File: src/rtl/game_status_fsm.sv
// Game-level controller for the Pacman datapath: pellets, lives, score and win/lose levels.
// Optional play timer enabled by defining GAME_TIMEOUT_EN; otherwise time_left is tied to 0.
module game_status_fsm #(
    parameter int NUM_PELLETS    = 244,
    parameter int LIVES          = 3,
    parameter int DEATH_FRAMES   = 60,
    parameter int SCORE_STEP     = 10,
    parameter int TIMEOUT_FRAMES = 10800
) (
    input  logic        clk,
    input  logic        reset,
    input  logic        start,
    input  logic        frame_tick,
    input  logic        pellet_eaten,
    input  logic        ghost_contact,
    output logic        playing,
    output logic        respawn,
    output logic        gamewin,
    output logic        gamelose,
    output logic [2:0]  lives,
    output logic [15:0] score,
    output logic [8:0]  pellets_left,
    output logic [13:0] time_left
);

    localparam int DW = $clog2(DEATH_FRAMES + 1);

    localparam logic [2:0]    LIVES_INIT   = 3'(LIVES);
    localparam logic [8:0]    PELLETS_INIT = 9'(NUM_PELLETS);
    localparam logic [DW-1:0] DEATH_LAST   = DW'(DEATH_FRAMES - 1);

    generate
        if (LIVES < 1 || LIVES > 7) begin : g_bad_lives
            $error("game_status_fsm: LIVES must be in 1..7");
        end
        if (DEATH_FRAMES < 1) begin : g_bad_death
            $error("game_status_fsm: DEATH_FRAMES must be at least 1");
        end
        if (TIMEOUT_FRAMES < 1 || TIMEOUT_FRAMES > 16383) begin : g_bad_timeout
            $error("game_status_fsm: TIMEOUT_FRAMES must fit time_left and be nonzero");
        end
    endgenerate

    typedef enum logic [2:0] {
        IDLE,
        PLAY,
        DYING,
        WIN,
        LOSE
    } state_t;

    state_t        state, state_next;
    logic          start_q;
    logic          start_rise;
    logic [DW-1:0] death_cnt, death_cnt_next;
    logic          respawn_next;
    logic [2:0]    lives_next;
    logic [15:0]   score_next;
    logic [8:0]    pellets_next;
    logic [13:0]   time_next;
    logic [16:0]   score_sum;
    logic          last_pellet;

    // NOTE: every signal driven here gets a default first, so no path leaves one unassigned (no latches).
    always_comb begin
        state_next     = state;
        death_cnt_next = death_cnt;
        respawn_next   = 1'b0;
        lives_next     = lives;
        score_next     = score;
        pellets_next   = pellets_left;
        time_next      = time_left;
        start_rise     = start & ~start_q;
        score_sum      = {1'b0, score} + 17'(SCORE_STEP);
        last_pellet    = pellet_eaten && (pellets_left == 9'd1);

        case (state)
            IDLE: begin
                if (start_rise) begin
                    state_next     = PLAY;
                    lives_next     = LIVES_INIT;
                    score_next     = '0;
                    pellets_next   = PELLETS_INIT;
                    death_cnt_next = '0;
`ifdef GAME_TIMEOUT_EN
                    time_next      = 14'(TIMEOUT_FRAMES);
`endif
                end
            end

            PLAY: begin
                if (pellet_eaten && pellets_left != 9'd0) begin
                    pellets_next = pellets_left - 9'd1;
                    score_next   = score_sum[16] ? 16'hFFFF : score_sum[15:0];
                end
`ifdef GAME_TIMEOUT_EN
                if (frame_tick && time_left != 14'd0) begin
                    time_next = time_left - 14'd1;
                end
`endif
                // The last pellet wins outright and swallows any simultaneous ghost contact.
                if (last_pellet) begin
                    state_next = WIN;
                end else begin
                    if (ghost_contact && lives != 3'd0) begin
                        lives_next     = lives - 3'd1;
                        state_next     = (lives == 3'd1) ? LOSE : DYING;
                        death_cnt_next = '0;
                    end
`ifdef GAME_TIMEOUT_EN
                    if (frame_tick && time_left == 14'd1) begin
                        state_next = LOSE;
                    end
`endif
                end
            end

            DYING: begin
                if (frame_tick) begin
                    if (death_cnt == DEATH_LAST) begin
                        state_next     = PLAY;
                        respawn_next   = 1'b1;
                        death_cnt_next = '0;
                    end else begin
                        death_cnt_next = death_cnt + 1'b1;
                    end
                end
            end

            WIN, LOSE: begin
                if (start_rise) begin
                    state_next = IDLE;
                end
            end

            default: state_next = IDLE;
        endcase

`ifndef GAME_TIMEOUT_EN
        time_next = '0;
`endif
    end

    // NOTE: sequential state uses non-blocking assignments so every flop samples pre-edge values.
    always_ff @(posedge clk) begin
        if (reset) begin
            state        <= IDLE;
            start_q      <= 1'b0;
            death_cnt    <= '0;
            playing      <= 1'b0;
            respawn      <= 1'b0;
            gamewin      <= 1'b0;
            gamelose     <= 1'b0;
            lives        <= '0;
            score        <= '0;
            pellets_left <= PELLETS_INIT;
            time_left    <= '0;
        end else begin
            state        <= state_next;
            start_q      <= start;
            death_cnt    <= death_cnt_next;
            playing      <= (state_next == PLAY);
            respawn      <= respawn_next;
            gamewin      <= (state_next == WIN);
            gamelose     <= (state_next == LOSE);
            lives        <= lives_next;
            score        <= score_next;
            pellets_left <= pellets_next;
            time_left    <= time_next;
        end
    end

endmodule
File: config.mk
export PLATFORM = sky130hd
export DESIGN_NAME = game_status_fsm
export DESIGN_NICKNAME = d
export VERILOG_FILES = /design/src/rtl/game_status_fsm.sv
export SDC_FILE = /design/constraint.sdc
export NUM_CORES = 1
export LEC_CHECK = 0
export ABC_AREA = 1
export BUFFER_PORTS_ARGS = -buffer_cell sky130_fd_sc_hd__buf_2
export CORE_MARGIN = 4
export CORE_UTILIZATION = 45
export CTS_BUF_LIST = sky130_fd_sc_hd__clkbuf_4
export DETAILED_ROUTE_END_ITERATION = 6
export GPL_TIMING_DRIVEN = 0
export MAX_ROUTING_LAYER = met4
export PLACE_DENSITY = 0.79
export REMOVE_ABC_BUFFERS = 1
export SYNTH_ARGS = -nofsm -noshare
export SYNTH_HDL_FRONTEND = slang
export SYNTH_SLANG_ARGS = --single-unit
File: constraint.sdc
create_clock -name clk -period 4.31 [get_ports clk]
set_clock_uncertainty 0.15 [all_clocks]
set_input_delay 0 -clock clk [delete_from_list [all_inputs] [get_ports clk]]
set_output_delay 0 -clock clk [all_outputs]
set_load 0.005 [all_outputs]
# After elaboration in Yosys (flattened, before gate mapping)
# Cells that the tools add are included.
# totals
regBits	42
latch_bits	0
ramBits	0
romBits	0
inputBits	6
elab_cells	72
n_memories	0
# op_classes
add_sub_neg	4
n_mul	0
div	0
order_cmp	0
n_eq_ne	15
shifts	0
mux	26
bitwise	4
n_reduce_logical	13
# ops
cell	n
16-bit two-way mux	3
16-bit case mux with 2 select lines	1
3-bit two-way mux	10
6-bit two-way mux	5
9-bit two-way mux	2
6-bit case mux with 3 select lines	1
9-bit case mux with 2 select lines	1
16-bit by 4-bit adder with 17-bit output, second input constant	1
3-bit case mux with 4 select lines	1
2-bit inequality test, second input constant	5
3-bit by 1-bit equality test with 1-bit output, second input constant	3
3-bit by 2-bit equality test with 1-bit output, second input constant	3
9-bit by 1-bit equality test with 1-bit output, second input constant	1
9-bit nonzero test	1
9-bit by 1-bit subtractor with 9-bit output, second input constant	1
6-bit by 1-bit adder with 6-bit output, second input constant	1
3-bit equality test, second input constant	2
6-bit equality test, second input constant	1
3-bit case mux with 2 select lines	1
3-bit nonzero test	2
5-bit AND reduction	1
4-bit AND reduction	1
1-bit logical AND	3
3-bit logical NOT	1
other kinds (8)	10

# Logic depth before layout (Yosys ltp)
# Gate-level depths: netlist of the first run.
# depth
ltp_word	6
mapped_depth	10

# Least setup slack after synthesis of the first run
# Ideal clock, no wire load.
# synth_timing
path_kind	register to register
from	reg lives[0]
to	reg gamewin
arrival_ns	1.300
t_required_ns	4.047
setup_slack_ns	2.747
stages_incl_launch_ff	10
period_less_slack_ns	1.563
cell_sequence	dfxtp_1 inv_1 ha_1 a21boi_0 or2_2 nand2_1 nand2_1 nand3_1 inv_1 nor2_1
# synth_between
elab_chain_cells	6
# synth_lines
element	line	text
start: declaration	20	output logic [2:0] lives,
start signal: assignment	166	lives <= lives_next;
3-bit by 1-bit equality test with 1-bit output / 3-bit nonzero test (equally long branches)	107, 105	
3-bit two-way mux / 1-bit logical AND (equally long branches)	107, 105	
3-bit two-way mux (*)	105	if (ghost_contact && lives != 3'd0) begin
3-bit two-way mux (*)	102	if (last_pellet) begin
3-bit case mux with 4 select lines (*)	77	case (state)
3-bit by 2-bit equality test with 1-bit output (*)	164	gamewin <= (state_next == WIN);
end signal: assignment	164	
end: declaration	18	output logic gamewin,
# Every way passes the cells marked *; elsewhere a longest branch is shown, timed or not.
# A chain may end at the register's enable or synchronous reset.

# Worst setup path in the final report of the first run
# layout_timing
from	reg lives[0]
to	reg death_cnt[1]
# layout_between
elab_chain_cells	4
# layout_lines
element	line	text
3-bit nonzero test	105	
1-bit logical AND	105	
2-bit inequality test (no line)	--	
5-bit AND reduction (no line)	--	
end signal: assignment	161	death_cnt <= death_cnt_next;
end: declaration	55	logic [DW-1:0] death_cnt, death_cnt_next;
# No other way between the ends.

==> results of run 1 <==
[timing repair]
action                    4_1_cts  5_1_grt
hold buffers                    7        0
buffers inserted                0        0
hold endpoints to repair       24        0
[cells in the final DEF (no fill, tap or decap), types with 2 or more instances in the layout]
cell / netlist / final
nand3b_1: 4 / 4
o21ai_0: 17 / 17
nand4_1: 9 / 9
ha_1: 8 / 8
nand2_1: 99 / 99
buf_2: 0 / 37
clkbuf_4: 0 / 6
o22ai_1: 3 / 3
or2_2: 2 / 2
o21ai_1: 3 / 3
nor2_4: 5 / 5
dfxtp_1: 42 / 42
inv_2: 5 / 5
xnor2_1: 3 / 3
a21oi_1: 19 / 19
nor2_2: 2 / 2
nand2_2: 5 / 5
conb_1: 1 / 14
dlygate4sd3_1: 0 / 7
nor3_1: 6 / 6
nand3_1: 35 / 35
nor2_1: 39 / 39
xor2_1: 2 / 2
inv_1: 40 / 40
[report_power, final]
| part | switching [mW] | total (mW) | internal, mW | leakage, nW |
|---|---|---|---|---|
| Combinational | 0.103 | 0.160 | 0.0575 | 0.970 |
| Clock | 0.126 | 0.194 | 0.0678 | 0.0331 |
| Sequential | 0.0183 | 0.423 | 0.405 | 0.341 |
[state kept, by name, summed over array words and instances, names as in the netlist]
name / count
start_q: 1
score: 16
lives: 3
state: 3
respawn: 1
death_cnt: 6
gamewin: 1
pellets_left: 9
playing: 1
gamelose: 1
[cells in the mapped netlist]
master     number  area, µm²
nor4_1          1      6.260
buf_6           1      11.26
a21oi_1        19      95.09
conb_1          1      3.750
nand2_2         5      31.28
o21ai_1         3      15.01
inv_1          40      150.1
nor3_1          6      30.03
nor2_4          5      56.30
nand3_2         1      10.01
a21boi_0        1      7.510
dfxtp_1        42      840.8
buf_4          14      105.1
xnor2_1         3      26.28
inv_2           5      18.77
o21ai_0        17      85.08
nand4_2         1      12.51
o211ai_2        1      12.51
xor2_1          2      17.52
nand4_1         9      56.30
o22ai_1         3      18.77
clkbuf_1        2      7.510
clkinv_4        1      8.760
ha_1            8      100.1
nand2_1        99      371.6
and2_1          1      6.260
nand3_1        35      175.2
o2bb2ai_1       1      8.760
nor2_1         39      146.4
nor2_2          2      12.51
nand3b_1        4      30.03
nand3_4         1      17.52
nand2_4         1      11.26
or2_2           2      12.51
[worst reg2reg max path, stage by stage (launching register included)]
cell and delay (ps):
dfxtp_1 430, inv_1 90, ha_1 210, nand2_1 70, nand3_1 80, nand2_1 100, nand4_2 220, nand2_1 120
a21oi_1 60, dlygate4sd3_1 560
[per-layer routing]
layer  up-vias  part of all wire  GRT usage
li1       1279                 -          -
met1      1081              0.45     0.1856
met2        57              0.50     0.3017
met3         2             0.044    0.02970
met4         0            0.0062    0.04903
met5         -                 0          -
[through the flow]
step	utilization	hold WS [ps]
after floorplan	-	-80.93
after global placement	0.5154	66.90
after CTS	0.5389	321.5
after detailed placement	0.5154	77.06
after global routing	0.5389	355.5
final	0.5389	326.8
[how the worst max path moves through the flow]
| stage | to | depth (start not counted) | from | slack [ps] |
|---|---|---|---|---|
| floorplan | gamewin | 9 | lives[0] | 2750 |
| global placement | death_cnt[4] | 8 | lives[0] | 2610 |
| detailed placement | death_cnt[4] | 8 | lives[0] | 2550 |
| CTS | death_cnt[1] | 9 | lives[0] | 2100 |
| global route | death_cnt[1] | 9 | lives[0] | 1930 |
| finish | death_cnt[1] | 9 | lives[0] | 2120 |
[cells by family (layout without fill, tap and decap cells)]
kind of cell / after synthesis / in the layout / synth area share
simple gates: 212 / 212 / 0.3915
buf+inv: 63 / 98 / 0.1197
compound gates: 45 / 45 / 0.09637
flops: 42 / 42 / 0.3338
fa+ha+maj: 8 / 8 / 0.03974
xor+xnor: 5 / 5 / 0.01739
other cells: 1 / 14 / 0.001489
[layout make-up]
type	count	area, µm²
fillers	510	2430
well taps	70	87.58
clock buffers	6	45.04
multi-input cells	284	1425
inverters	46	177.7
clock inverters	2	8.758
flip-flops and latches	42	840.8
repair buffers	44	255.2
==> results.py, run 1 <==
metrics = {
    "setup_path": {
        "cpLargestDelayFamily": "buffers and inverters",
        "cp_slowest_cell": "dlygate4sd3_1",
        "arrival_ps": 2280,
        "cp_slowest_stage_delay_ps": 560,
        "rr_startpoint": "lives[0]",
        "path_buf_inv": 2,
        "cp_cell_sequence": "inv_1, ha_1, nand2_1, nand3_1, nand2_1, nand4_2, nand2_1, a21oi_1, dlygate4sd3_1",
        "cp.required_ps": 4400,
        "crit_path_start_kind": "flip-flop",
        "cp_max_fo": 9,
        "reg2regPathDepth": 9,
        "crit_type": "reg2reg",
        "r2r_slack_ps": 2120,
        "end_kind": "flip-flop",
        "worstReg2RegEnd": "death_cnt[1]",
        "crit_path_frequent_cell": "nand2_1",
    },
    "drt": {
        "dr_total_vias": 2419,
        "ant_nets": 0,
        "drt_iter0_drc": 129,
        "drc": 0,
        "avgViaCountPerCell": 4.897,
        "avgRoutedWirePerCell_um": 11.14,
        "drt_first_pass_iters": 7,
        "routed_wl_mm": 5.505,
    },
    "timing": {
        "hold_violations": 0,
        "rsz0062_at_grt": "false",
        "post-route-period-util": 0.5083,
        "fin_setup_tns_ps": 0,
        "setup_viol": 0,
        "max_clock_freq_ghz": 0.4565,
        "setup_ws_ps": 2119,
        "period_needed_ps": 2191,
        "report.final.slew_viol_count": 0,
    },
    "global_route": {
        "antenna_found_initial": 0,
        "grt_overflow": 0,
        "grt_usage": 0.1665,
        "grt_max_degree": 19,
        "grt_pass1_vias": 2260,
        "grt_pass1_wl_mm": 9.618,
    },
    "floorplanning": {
        "start_util": 0.4779,
        "core_um2": 5270,
        "die_w_um": 82.82,
        "rows": 26,
        "design.die.area_um2": 6858,
        "die_height_um": 82.82,
        "ios": 52,
    },
    "worst_hold_path": {
        "hold_class": "reg2reg",
        "hold-path-cell-count": 2,
        "hold_start": "score[0]",
        "min_to": "score[0]",
    },
    "clocking": {
        "root_buffer": "clkbuf_4",
        "cts_buffer_depth": 2,
        "cts_buffers": 5,
        "cts_tree": "yes",
        "cts.sinks": 42,
        "clk_pin_slew_ps": 130,
        "htreeDepth": 2,
        "cts_resized": 0,
        "clock_latency_ps": 350,
    },
    "synthesis": {
        "syn-instance-count": 376,
        "ys_warn_count": 0,
        "ys_seq_elements": 42,
        "synthDistinctLibCells": 34,
        "ys_seq_area_frac": 0.3338,
        "syn-cell-area_um2": 2519,
        "syn_avg_cell_area_um2": 6.699,
    },
    "finish": {
        "fin_area_um2": 2840,
        "stdcell_count": 494,
        "drive_gt1_frac": 0.1627,
        "fin_nets": 437,
        "antenna_cells": 0,
        "area_growth_pct": 12.77,
    },
    "job": {
        "maxCapViolCount": 0,
    },
    "placed_design": {
        "placed_area_um2": 2716,
        "gp_congestion": 0.8996,
        "hpwl_mm": 4.124,
        "io_buffers": 37,
        "place_inst": 479,
        "dp_slack_ps": 2554,
    },
    "power": {
        "ir_drop_uv": 133.3,
        "p_total_mw": 0.7773,
        "total_leakage_power_nw": 1.344,
        "power_density_nw_per_um2": 273.7,
    },
    "run_status": {
        "status": "complete, no violations",
    },
}
(Power assumes the default switching activity.)
==> inputs of run 2 (changes only) <==
--- a/config.mk
+++ b/config.mk
@@ -13,7 +13,7 @@
 export DETAILED_ROUTE_END_ITERATION = 6
 export GPL_TIMING_DRIVEN = 0
 export MAX_ROUTING_LAYER = met4
-export PLACE_DENSITY = 0.79
+export PLACE_DENSITY = 0.81
 export REMOVE_ABC_BUFFERS = 1
 export SYNTH_ARGS = -nofsm -noshare
 export SYNTH_HDL_FRONTEND = slang
==> constraint.sdc (replaced) <==
create_clock -name clk -period 1.8 [get_ports clk]
set_clock_uncertainty 0.15 [all_clocks]
set_input_delay 0 -clock clk [delete_from_list [all_inputs] [get_ports clk]]
set_output_delay 0 -clock clk [all_outputs]
set_load 0.005 [all_outputs]
==> results.py, run 2 (synthesis gave the netlist of run 1 again) <==
metrics = {
    "global_route": {
        "grt_max_degree": 19,
        "grt_pass1_vias": 2287,
        "grt_overflow": 0,
        "antenna_found_initial": 0,
        "use_met3": 0.03564,
        "grt_usage": 0.1703,
        "met2_usage": 0.2879,
        "grt_pass1_wl_mm": 9.818,
        "grt.busiest_layer": "met2",
        "grt_util_met1": 0.1996,
    },
    "placed_design": {
        "placed_area_um2": 2716,
        "hpwl_mm": 4.126,
        "gp_congestion": 0.8969,
        "io_buffers": 37,
        "dp_slack_ps": 82.92,
    },
    "timing": {
        "hold_violations": 0,
        "fin_setup_tns_ps": 0,
        "setup_ws_ps": 126.4,
        "max_clock_freq_ghz": 0.5975,
        "post-route-period-util": 0.9298,
        "period_needed_ps": 1674,
        "report.final.slew_viol_count": 0,
        "setup_viol": 0,
    },
    "floorplanning": {
        "core_um2": 5270,
        "die_height_um": 82.82,
        "start_util": 0.4779,
        "design.die.area_um2": 6858,
        "rows": 26,
        "die_w_um": 82.82,
        "ios": 52,
    },
    "power": {
        "power_density_nw_per_um2": 650.9,
        "total_leakage_power_nw": 1.338,
        "ir_drop_uv": 400.5,
        "p_total_mw": 1.869,
    },
    "setup_path": {
        "crit_path_frequent_cell": "nand2_1",
        "reg2regPathDepth": 8,
        "crit_path_start_kind": "flip-flop",
        "cp.required_ps": 1920,
        "end_kind": "flip-flop",
        "crit_type": "reg2reg",
        "cp_cell_sequence": "ha_1, nand4_1, nand2_2, nand2_1, nor2_1, nand2_1, nand2_1, nor2_1",
        "cp_max_fo": 5,
        "cp_slowest_stage_delay_ps": 390,
        "cp_slowest_cell": "dfxtp_1",
        "r2r_slack_ps": 130,
        "worstReg2RegEnd": "gamewin",
        "rr_startpoint": "death_cnt[0]",
        "arrival_ps": 1790,
    },
    "drt": {
        "drc": 0,
        "routed_wl_mm": 5.660,
        "drt_first_pass_iters": 4,
        "drt_iter0_drc": 140,
        "ant_nets": 0,
        "avgViaCountPerCell": 5.075,
        "avgRoutedWirePerCell_um": 11.50,
        "dr_total_vias": 2497,
    },
    "worst_hold_path": {
        "hold_start": "frame_tick",
        "hold-path-cell-count": 4,
        "hold_class": "in2reg",
        "min_to": "death_cnt[1]",
    },
    "clocking": {
        "cts.sinks": 42,
        "htreeDepth": 2,
        "root_buffer": "clkbuf_4",
        "clock_latency_ps": 360,
        "cts_buffers": 5,
        "clk_pin_slew_ps": 130,
        "cts_buffer_depth": 2,
        "cts_tree": "yes",
        "post_cts_buffers": 0,
    },
    "finish": {
        "fillCellCount": 523,
        "drive_gt1_frac": 0.1919,
        "layout_commonest_cell": "nand2_1",
        "fin_area_um2": 2872,
        "top_register": "score",
        "final_cell_mix": "nand2_1, inv_1, nor2_1, dfxtp_1, buf_2",
        "largest_reg_flops": 16,
        "final_util": 0.5449,
        "largestRegisters": "score x16, pellets_left x9, death_cnt x6",
        "area_growth_pct": 14.01,
        "antenna_cells": 0,
        "fin_nets": 436,
    },
    "run_status": {
        "status": "complete, no violations",
    },
    "job": {
        "maxCapViolCount": 0,
    },
}
run 2: cell types whose count changed in the layout (fill, tap and decap cells not counted), moves of 2 or more:
cell     change
dfxtp_1      -5
nor3_2       +2
nor3_1       -2
nor2_4       +2
nor2_1       -2
dfxtp_2      +5
run 2: through the flow:
| step | hold slack [ps] | cells |
|---|---|---|
| finish | 314.8 | 492 |
| global route | 339.0 | 492 |
| CTS | 306.3 | 492 |
| detailed placement | 85.32 | 479 |
| global placement | 77.08 | 479 |
| floorplan | -80.93 | 372 |
run 2: worst max path at each step:
stage | endpoint | slack (ps) | cells after the start | startpoint
6_report | gamewin | 130 | 8 | death_cnt[0]
2_1_floorplan | gamewin | 240 | 9 | lives[0]
5_1_grt | gamewin | -10 | 8 | death_cnt[0]
3_3_place_gp | death_cnt[4] | 110 | 8 | lives[0]
4_1_cts | pellets_left[8] | 60 | 9 | pellets_left[2]
3_5_place_dp | pellets_left[8] | 80 | 9 | pellets_left[2]
run 2: power by group:
group	internal [mW]	total [mW]	switching (mW)
clock	0.141	0.452	0.311
sequential	0.972	1.02	0.0451
combinational	0.145	0.400	0.255
total	1.26	1.87	0.611
run 2: critical path: cells and delay by family (launching register included):
kind / cells / cell delay (ps)
fa+ha+maj: 1 / 260
flops: 1 / 390
simple gates: 7 / 790
run 2: routing by layer:
layer,part of all wire,routed length [µm],vias to the layer above
met2,0.50,2833,64
met4,0.016,89,0
met3,0.048,273,8
li1,-,-,1280
met1,0.44,2464,1145
met5,0,0,-
run 2: area by class of cell:
type | instances | area (µm²) | share of cell area
Timing Repair Buffer | 43 | 245.2 | 0.08540
Sequential cell | 42 | 847.1 | 0.2950
Tap cell | 70 | 87.58 | 0.03050
Clock inverter | 2 | 10.01 | 0.003486
Inverter | 46 | 180.2 | 0.06275
Multi-Input combinational cell | 284 | 1464 | 0.5098
Clock buffer | 5 | 37.54 | 0.01307
run 2: what timing repair did:
item	in CTS	in global routing
hold buffers	6	0
endpoints found under the hold margin	22	0
endpoints found under the setup margin	0	25
resized for setup	0	16
